===== src/rtl/taxi_led_status_pkg.sv =====
// Shared types and elaboration helpers for the board status-LED controller.
package taxi_led_status_pkg;

    typedef enum logic [2:0] {
        ST_DOWN,
        ST_UP,
        ST_ACT_OFF,
        ST_ACT_ON,
        ST_FAULT
    } ch_state_t;

    // Clock cycles per millisecond tick.
    function automatic int ms_div(input int clk_freq_hz);
        return clk_freq_hz / 1000;
    endfunction

    // Width of a down-counter that holds values 0..n-1 (at least one bit).
    function automatic int cnt_w(input int n);
        return (n <= 2) ? 1 : $clog2(n);
    endfunction

endpackage


===== src/rtl/taxi_led_status_ctrl_if.sv =====
// Status-LED bundle: port status inputs, LED pins and per-channel FSM state for observation.
interface taxi_led_status_ctrl_if #(
    parameter int CH_CNT = 2
);
    // No valid/ready handshake: link_up/fault are levels, act is a 1-cycle pulse,
    // all synchronous to clk; pins follow one cycle after the inputs that change them.
    logic [CH_CNT-1:0]      link_up;
    logic [CH_CNT-1:0]      act;
    logic [CH_CNT-1:0]      fault;
    logic                   lamp_test;
    logic [CH_CNT-1:0]      led_link;
    logic                   led_hb;
    logic [CH_CNT-1:0][2:0] dbg_state;

    modport master (
        output link_up, act, fault, lamp_test,
        input  led_link, led_hb, dbg_state
    );

    modport slave (
        input  link_up, act, fault, lamp_test,
        output led_link, led_hb, dbg_state
    );

endinterface


===== src/rtl/taxi_led_status_ch.sv =====
// One port LED channel: link/activity/fault FSM, blink timer and one-deep pending flag.
module taxi_led_status_ch
    import taxi_led_status_pkg::*;
#(
    parameter int BLINK_MS = 50
) (
    input  logic      clk,
    input  logic      rst_n,
    input  logic      tick_i,
    input  logic      fault_phase_i,
    input  logic      link_up_i,
    input  logic      act_i,
    input  logic      fault_i,
    output logic      led_on_o,
    output ch_state_t state_o
);

    localparam int TW = $clog2(BLINK_MS + 1);

    ch_state_t     state_q, state_d;
    logic [TW-1:0] timer_q, timer_d, timer_dec;
    logic          pending_q, pending_d;

    always_comb begin
        state_d   = state_q;
        timer_d   = timer_q;
        pending_d = pending_q;
        timer_dec = timer_q - TW'(1);
        if (fault_i) begin
            state_d   = ST_FAULT;
            pending_d = 1'b0;
        end else if (!link_up_i) begin
            state_d   = ST_DOWN;
            pending_d = 1'b0;
        end else begin
            unique case (state_q)
                ST_DOWN: state_d = ST_UP;
                ST_UP: begin
                    if (act_i) begin
                        state_d = ST_ACT_OFF;
                        timer_d = TW'(BLINK_MS);
                    end
                end
                ST_ACT_OFF: begin
                    if (act_i) pending_d = 1'b1;
                    if (tick_i) begin
                        timer_d = timer_dec;
                        if (timer_dec == '0) begin
                            state_d = ST_ACT_ON;
                            timer_d = TW'(BLINK_MS);
                        end
                    end
                end
                ST_ACT_ON: begin
                    if (act_i) pending_d = 1'b1;
                    if (tick_i) begin
                        timer_d = timer_dec;
                        if (timer_dec == '0) begin
                            // A pulse arriving on the final cycle still earns its blink.
                            if (pending_q || act_i) begin
                                state_d   = ST_ACT_OFF;
                                timer_d   = TW'(BLINK_MS);
                                pending_d = 1'b0;
                            end else begin
                                state_d = ST_UP;
                            end
                        end
                    end
                end
                ST_FAULT: state_d = ST_DOWN;
                default:  state_d = ST_DOWN;
            endcase
        end
    end

    // Decoded from the next state so the registered pin lands with the state change.
    always_comb begin
        led_on_o = 1'b0;
        unique case (state_d)
            ST_UP, ST_ACT_ON: led_on_o = 1'b1;
            ST_FAULT:         led_on_o = fault_phase_i;
            default:          led_on_o = 1'b0;
        endcase
    end

    always_ff @(posedge clk or negedge rst_n) begin
        if (!rst_n) begin
            state_q   <= ST_DOWN;
            timer_q   <= '0;
            pending_q <= 1'b0;
        end else begin
            state_q   <= state_d;
            timer_q   <= timer_d;
            pending_q <= pending_d;
        end
    end

    assign state_o = state_q;

endmodule


===== src/rtl/taxi_led_status_ctrl.sv =====
// Board status-LED controller: ms prescaler, heartbeat, shared fault phase and pin registers.
// Optional lamp test is built only when LED_STATUS_LAMP_TEST_EN is defined.
module taxi_led_status_ctrl
    import taxi_led_status_pkg::*;
#(
    parameter int   CLK_FREQ_HZ    = 125000000,
    parameter int   CH_CNT         = 2,
    parameter int   HB_PERIOD_MS   = 1000,
    parameter int   BLINK_MS       = 50,
    parameter int   FAULT_MS       = 125,
    parameter logic LED_ACTIVE_LOW = 1'b1
) (
    input logic                    clk,
    input logic                    rst_n,
    taxi_led_status_ctrl_if.slave  bus
);

    localparam int DIV     = ms_div(CLK_FREQ_HZ);
    localparam int PW      = cnt_w(DIV);
    localparam int HB_HALF = HB_PERIOD_MS / 2;
    localparam int HW      = cnt_w(HB_HALF);
    localparam int FW      = cnt_w(FAULT_MS);

    if (DIV < 2) begin : g_div_chk
        $error("taxi_led_status_ctrl: CLK_FREQ_HZ/1000 must be at least 2");
    end

    logic [PW-1:0]          presc_q, presc_d;
    logic                   tick;
    logic [HW-1:0]          hb_cnt_q, hb_cnt_d;
    logic                   hb_q, hb_d;
    logic [FW-1:0]          fault_cnt_q, fault_cnt_d;
    logic                   fault_phase_q, fault_phase_d;
    logic [CH_CNT-1:0]      ch_on;
    logic [CH_CNT-1:0]      led_link_q, led_link_d;
    logic                   led_hb_q, led_hb_d;
    logic                   lamp;
    logic [CH_CNT-1:0][2:0] dbg_state;

    assign tick = (presc_q == '0);

    always_comb begin
        presc_d       = presc_q - PW'(1);
        hb_cnt_d      = hb_cnt_q;
        hb_d          = hb_q;
        fault_cnt_d   = fault_cnt_q;
        fault_phase_d = fault_phase_q;
        if (tick) begin
            presc_d = PW'(DIV - 1);
            if (hb_cnt_q == '0) begin
                hb_cnt_d = HW'(HB_HALF - 1);
                hb_d     = ~hb_q;
            end else begin
                hb_cnt_d = hb_cnt_q - HW'(1);
            end
            if (fault_cnt_q == '0) begin
                fault_cnt_d   = FW'(FAULT_MS - 1);
                fault_phase_d = ~fault_phase_q;
            end else begin
                fault_cnt_d = fault_cnt_q - FW'(1);
            end
        end
    end

    for (genvar i = 0; i < CH_CNT; i++) begin : g_ch
        ch_state_t st;
        taxi_led_status_ch #(
            .BLINK_MS (BLINK_MS)
        ) u_ch (
            .clk           (clk),
            .rst_n         (rst_n),
            .tick_i        (tick),
            .fault_phase_i (fault_phase_d),
            .link_up_i     (bus.link_up[i]),
            .act_i         (bus.act[i]),
            .fault_i       (bus.fault[i]),
            .led_on_o      (ch_on[i]),
            .state_o       (st)
        );
        assign dbg_state[i] = st;
    end

`ifdef LED_STATUS_LAMP_TEST_EN
    assign lamp = bus.lamp_test;
`else
    wire unused_lamp_test = bus.lamp_test;
    assign lamp = 1'b0;
`endif

    // Lamp test overrides only the pins; counters and FSMs keep their own time.
    assign led_link_d = (ch_on | {CH_CNT{lamp}}) ^ {CH_CNT{LED_ACTIVE_LOW}};
    assign led_hb_d   = (hb_d | lamp) ^ LED_ACTIVE_LOW;

    always_ff @(posedge clk or negedge rst_n) begin
        if (!rst_n) begin
            presc_q       <= PW'(DIV - 1);
            hb_cnt_q      <= HW'(HB_HALF - 1);
            hb_q          <= 1'b0;
            fault_cnt_q   <= FW'(FAULT_MS - 1);
            fault_phase_q <= 1'b0;
            led_link_q    <= {CH_CNT{LED_ACTIVE_LOW}};
            led_hb_q      <= LED_ACTIVE_LOW;
        end else begin
            presc_q       <= presc_d;
            hb_cnt_q      <= hb_cnt_d;
            hb_q          <= hb_d;
            fault_cnt_q   <= fault_cnt_d;
            fault_phase_q <= fault_phase_d;
            led_link_q    <= led_link_d;
            led_hb_q      <= led_hb_d;
        end
    end

    assign bus.led_link  = led_link_q;
    assign bus.led_hb    = led_hb_q;
    assign bus.dbg_state = dbg_state;

endmodule

===== src/flat_wrapper.sv =====
// flat-port wrapper written by rule: the top's interface ports become plain ports
module taxi_led_status_ctrl_flat import taxi_led_status_pkg::*;
#(
    parameter int   CLK_FREQ_HZ    = 125000000,
    parameter int   CH_CNT         = 2,
    parameter int   HB_PERIOD_MS   = 1000,
    parameter int   BLINK_MS       = 50,
    parameter int   FAULT_MS       = 125,
    parameter logic LED_ACTIVE_LOW = 1'b1
)
  (clk, rst_n, bus_link_up, bus_act, bus_fault, bus_lamp_test, bus_led_link, bus_led_hb, bus_dbg_state);
  taxi_led_status_ctrl_if #(.CH_CNT(CH_CNT)) bus_i ();
  input logic clk;
  input logic rst_n;
  input wire logic [$bits(bus_i.link_up)-1:0] bus_link_up;
  input wire logic [$bits(bus_i.act)-1:0] bus_act;
  input wire logic [$bits(bus_i.fault)-1:0] bus_fault;
  input wire logic [$bits(bus_i.lamp_test)-1:0] bus_lamp_test;
  output wire logic [$bits(bus_i.led_link)-1:0] bus_led_link;
  output wire logic [$bits(bus_i.led_hb)-1:0] bus_led_hb;
  output wire logic [$bits(bus_i.dbg_state)-1:0] bus_dbg_state;
  assign bus_i.link_up = bus_link_up;
  assign bus_i.act = bus_act;
  assign bus_i.fault = bus_fault;
  assign bus_i.lamp_test = bus_lamp_test;
  assign bus_led_link = bus_i.led_link;
  assign bus_led_hb = bus_i.led_hb;
  assign bus_dbg_state = bus_i.dbg_state;
  taxi_led_status_ctrl #(.CLK_FREQ_HZ(CLK_FREQ_HZ), .CH_CNT(CH_CNT), .HB_PERIOD_MS(HB_PERIOD_MS), .BLINK_MS(BLINK_MS), .FAULT_MS(FAULT_MS), .LED_ACTIVE_LOW(LED_ACTIVE_LOW)) u_core (.clk(clk), .rst_n(rst_n), .bus(bus_i));
endmodule

===== config.mk =====
export PLATFORM = sky130hd
export DESIGN_NAME = taxi_led_status_ctrl_flat
export DESIGN_NICKNAME = d
export VERILOG_FILES = /design/src/rtl/taxi_led_status_pkg.sv /design/src/rtl/taxi_led_status_ctrl_if.sv /design/src/rtl/taxi_led_status_ch.sv /design/src/rtl/taxi_led_status_ctrl.sv /design/src/flat_wrapper.sv
export SDC_FILE = /design/constraint.sdc
export NUM_CORES = 1
export LEC_CHECK = 0
export ABC_AREA = 0
export CAP_MARGIN = 20
export CORE_UTILIZATION = 40
export CTS_CLUSTER_DIAMETER = 50
export DETAILED_ROUTE_END_ITERATION = 12
export HOLD_SLACK_MARGIN = 0.1
export PLACE_DENSITY = 0.55
export SYNTH_ARGS = -nofsm -noshare
export SYNTH_HDL_FRONTEND = slang
export SYNTH_SLANG_ARGS = --single-unit

===== constraint.sdc =====
create_clock -name clk -period 2.6 [get_ports clk]
set_clock_uncertainty 0.1 [all_clocks]
set_input_delay 0.52 -clock clk [delete_from_list [all_inputs] [get_ports clk]]
set_output_delay 0.52 -clock clk [all_outputs]
set_load 0.01 [all_outputs]

==> results of run 1 <==
==> synth_stat cells, types with 7 or more instances <==
master	instances
a21oi_1	7
dfrtp_1	34
dfstp_2	24
ha_1	8
inv_1	15
nand2_1	31
nand3_1	10
nor2_1	29
nor3_1	7
o21ai_0	10
o21ai_1	7
or3_1	7
xnor2_1	14
xor2_1	10
==> worst max-delay path, stage by stage, from the launching register on <==
cell and delay [ps]:
dfrtp_1 430, nor4_2 450, and4_1 320, buf_4 200, a31oi_4 150, a2111oi_1 390
a21oi_1 70
==> per-layer routing <==
| layer | up-vias | wire (um) | track usage, % |
|---|---|---|---|
| met2 | 32 | 2790 | 25.5 |
| met1 | 1147 | 3090 | 23.1 |
| met3 | 8 | 180 | 3.35 |
| met4 | 0 | 85 | 6.35 |
| li1 | 1185 | - | - |
| met5 | - | 0 | 0 |
==> per-stage QoR <==
step | hold WS [ps] | worst slack, ps
after global routing | 388 | 113
final | 368 | 364
after global placement | 348 | 105
after CTS | 369 | 317
after floorplan | 124 | 636
after detailed placement | 353 | 94.4
==> sequential cells by signal (all words and copies together) (netlist names) <==
register	count
u_core.hb_cnt_q	9
u_core.g_ch.u_ch.timer_q	12
u_core.g_ch.u_ch.state_o	6
u_core.fault_phase_q	1
u_core.g_ch.u_ch.pending_q	2
u_core.hb_q	1
u_core.bus.led_hb	1
u_core.presc_q	17
u_core.bus.led_link	2
u_core.fault_cnt_q	7
==> kinds of logic (layout without fill, tap and decap cells) <==
logic type / count (synthesis) / in the layout / synth area share (%)
AO/OA/AOI/OAI: 66 / 66 / 16.6
AND/OR/NAND/NOR: 133 / 133 / 24.5
XOR/XNOR: 24 / 24 / 6.55
buffers and inverters: 23 / 57 / 3.00
adder cells (fa/ha/maj): 8 / 8 / 3.12
flip-flops: 58 / 58 / 46.2
==> power by group <==
part	leakage [nW]	internal, W	total (W)	switching, W
combinational	0.726	0.0000856	0.000180	0.0000946
clock	0.103	0.000567	0.000931	0.000364
sequential	0.679	0.000939	0.000991	0.0000520
==> timing repair <==
item | CTS | global route
setup buffers | 0 | 0
hold endpoints to repair | 13 | 0
hold buffers | 1 | 0
resized for setup | 0 | 0
==> cell type report <==
| cell class | instances | area share (%) |
|---|---|---|
| clock buffer | 12 | 3.86 |
| clock inverter | 4 | 2.00 |
| inverter | 15 | 1.50 |
| multi-input combinational | 231 | 43.3 |
| sequential | 58 | 39.4 |
| tap | 102 | 3.39 |
| timing repair buffer | 26 | 6.52 |
==> worst paths after layout <==
check | to | slack [ps] | depth (start not counted)
setup reg to reg | u_core.g_ch[0].u_ch.timer_q[4]$_DFFE_PN0P_ | 360 | 6
setup / recovery | u_core.g_ch[0].u_ch.timer_q[4]$_DFFE_PN0P_ | 360 | 6
max in group asynchronous | u_core.presc_q[14]$_DFF_PN1_ | 1170 | 3
hold reg to reg | u_core.presc_q[0]$_DFF_PN1_ | 370 | 1
hold / removal | u_core.presc_q[0]$_DFF_PN1_ | 370 | 1
min in group asynchronous | u_core.g_ch[0].u_ch.timer_q[1]$_DFFE_PN0P_ | 590 | 2
==> reports/metrics.cfg, run 1 <==
[routing]
route.detailed.drc = 0
routedWlPerCell_um = 13.7
ant_nets = 0
drt_iter0_markers = 103
wl_um = 6150
dr.pass1.iters = 4
viasPerCell = 5.29
num_vias = 2372

[cells_and_area]
area_growth_pct = 17.2
antenna_cells = 0
final_cell_area_um2 = 3760
layout-drive-gt1-share_pct = 21.4
fillCellCount = 707
multi_input_area_um2 = 1630
final-seq-area_um2 = 1480
fin_nets = 358
utilization_pct = 48.7
layout_common_cells = dfrtp_1, nand2_1, nor2_1, dfstp_2
instances_no_fill = 448
mostFrequentLayoutCell = dfrtp_1

[place]
place_congestion = 0.758
dp.cells = 431
hpwl_um = 4280
portBuffers = 16
postPlaceCellArea_um2 = 3530

[global_routing]
grt-ovfl-total = 0
grt_use_total_pct = 16.6
grt_pass1_vias = 2362
grt_pass1_wl_um = 11200
antenna_found_initial = 0
grt_max_degree = 39

[sta]
hold_violations = 0
setup_tns_ps = 0
maxSlewViolCount = 0
slew_headroom_pct = 66.7
fmax_mhz = 447
worstMarginPinSlew_ps = 500
fin_crit_sh_pct = 86.0
timing.final.crit_period_ps = 2240
setup_viol = 0
rsz0062_at_grt = false

[clock_tree]
tritoncts = yes
cts_sinks = 58
cts.htree.levels = 3
clockRootBuffer = clkbuf_8
clkLatencyLatePin_ps = 330
clk_path_buf_depth = 2
clk_pin_slew_ps = 60
cts_buffers = 9

[setup_path]
cp.required_ps = 2700
cp-start-kind = register
end_kind = register
critical_path_class = reg2reg
worstPathArrival_ps = 2330
rr_startpoint = u_core.presc_q[12]$_DFF_PN0_
startpoint = u_core.presc_q[12]$_DFF_PN0_
worstPathMaxFanout = 10

[power]
power_density_nw_per_um2 = 559
p_leak_nw = 1.51
totalPowerFinal_w = 0.00210
peakVddDrop_v = 0.000190

[synth]
syn_area_per_cell_um2 = 10.3
synth_edf_count = 0
synth_ff_type = dfrtp_1
yosys.area.top_type_share_pct = 26.5
syn_area_um2 = 3210
synth_cell_type_count = 66
yosys_register_bits = 58
ys_seq_area_share_pct = 46.2
ys_warn_count = 0
async_flop_share_pct = 100
synthTopCellsByArea = dfrtp_1, dfstp_2, xnor2_1, nand2_1, nor2_1
yosys.area.top_type = dfrtp_1
synthCells = 312
synthesis.nets = 329

[floorplanning]
die_y_um = 91.6
die_w_um = 91.6
coreArea_um2 = 7730
initial_core_util_pct = 41.5
dieArea_um2 = 8380
row_count = 32
num_io_pins = 18

[outcome]
run_status = finished clean

[worst_hold_path]
hp-class = reg2reg
hold_start = u_core.presc_q[0]$_DFF_PN1_

[flow_run]
drv_cap = 0

(Power assumes the default switching activity.)
==> run 2, diff against run 1 <==
--- a/config.mk
+++ b/config.mk
@@ -12,6 +12,7 @@
 export DETAILED_ROUTE_END_ITERATION = 12
 export HOLD_SLACK_MARGIN = 0.1
 export PLACE_DENSITY = 0.55
+export SLEW_MARGIN = 10
 export SYNTH_ARGS = -nofsm -noshare
 export SYNTH_HDL_FRONTEND = slang
 export SYNTH_SLANG_ARGS = --single-unit
==> results of run 2 <==
Final layout, timing and power as in run 1 (identical DEF).
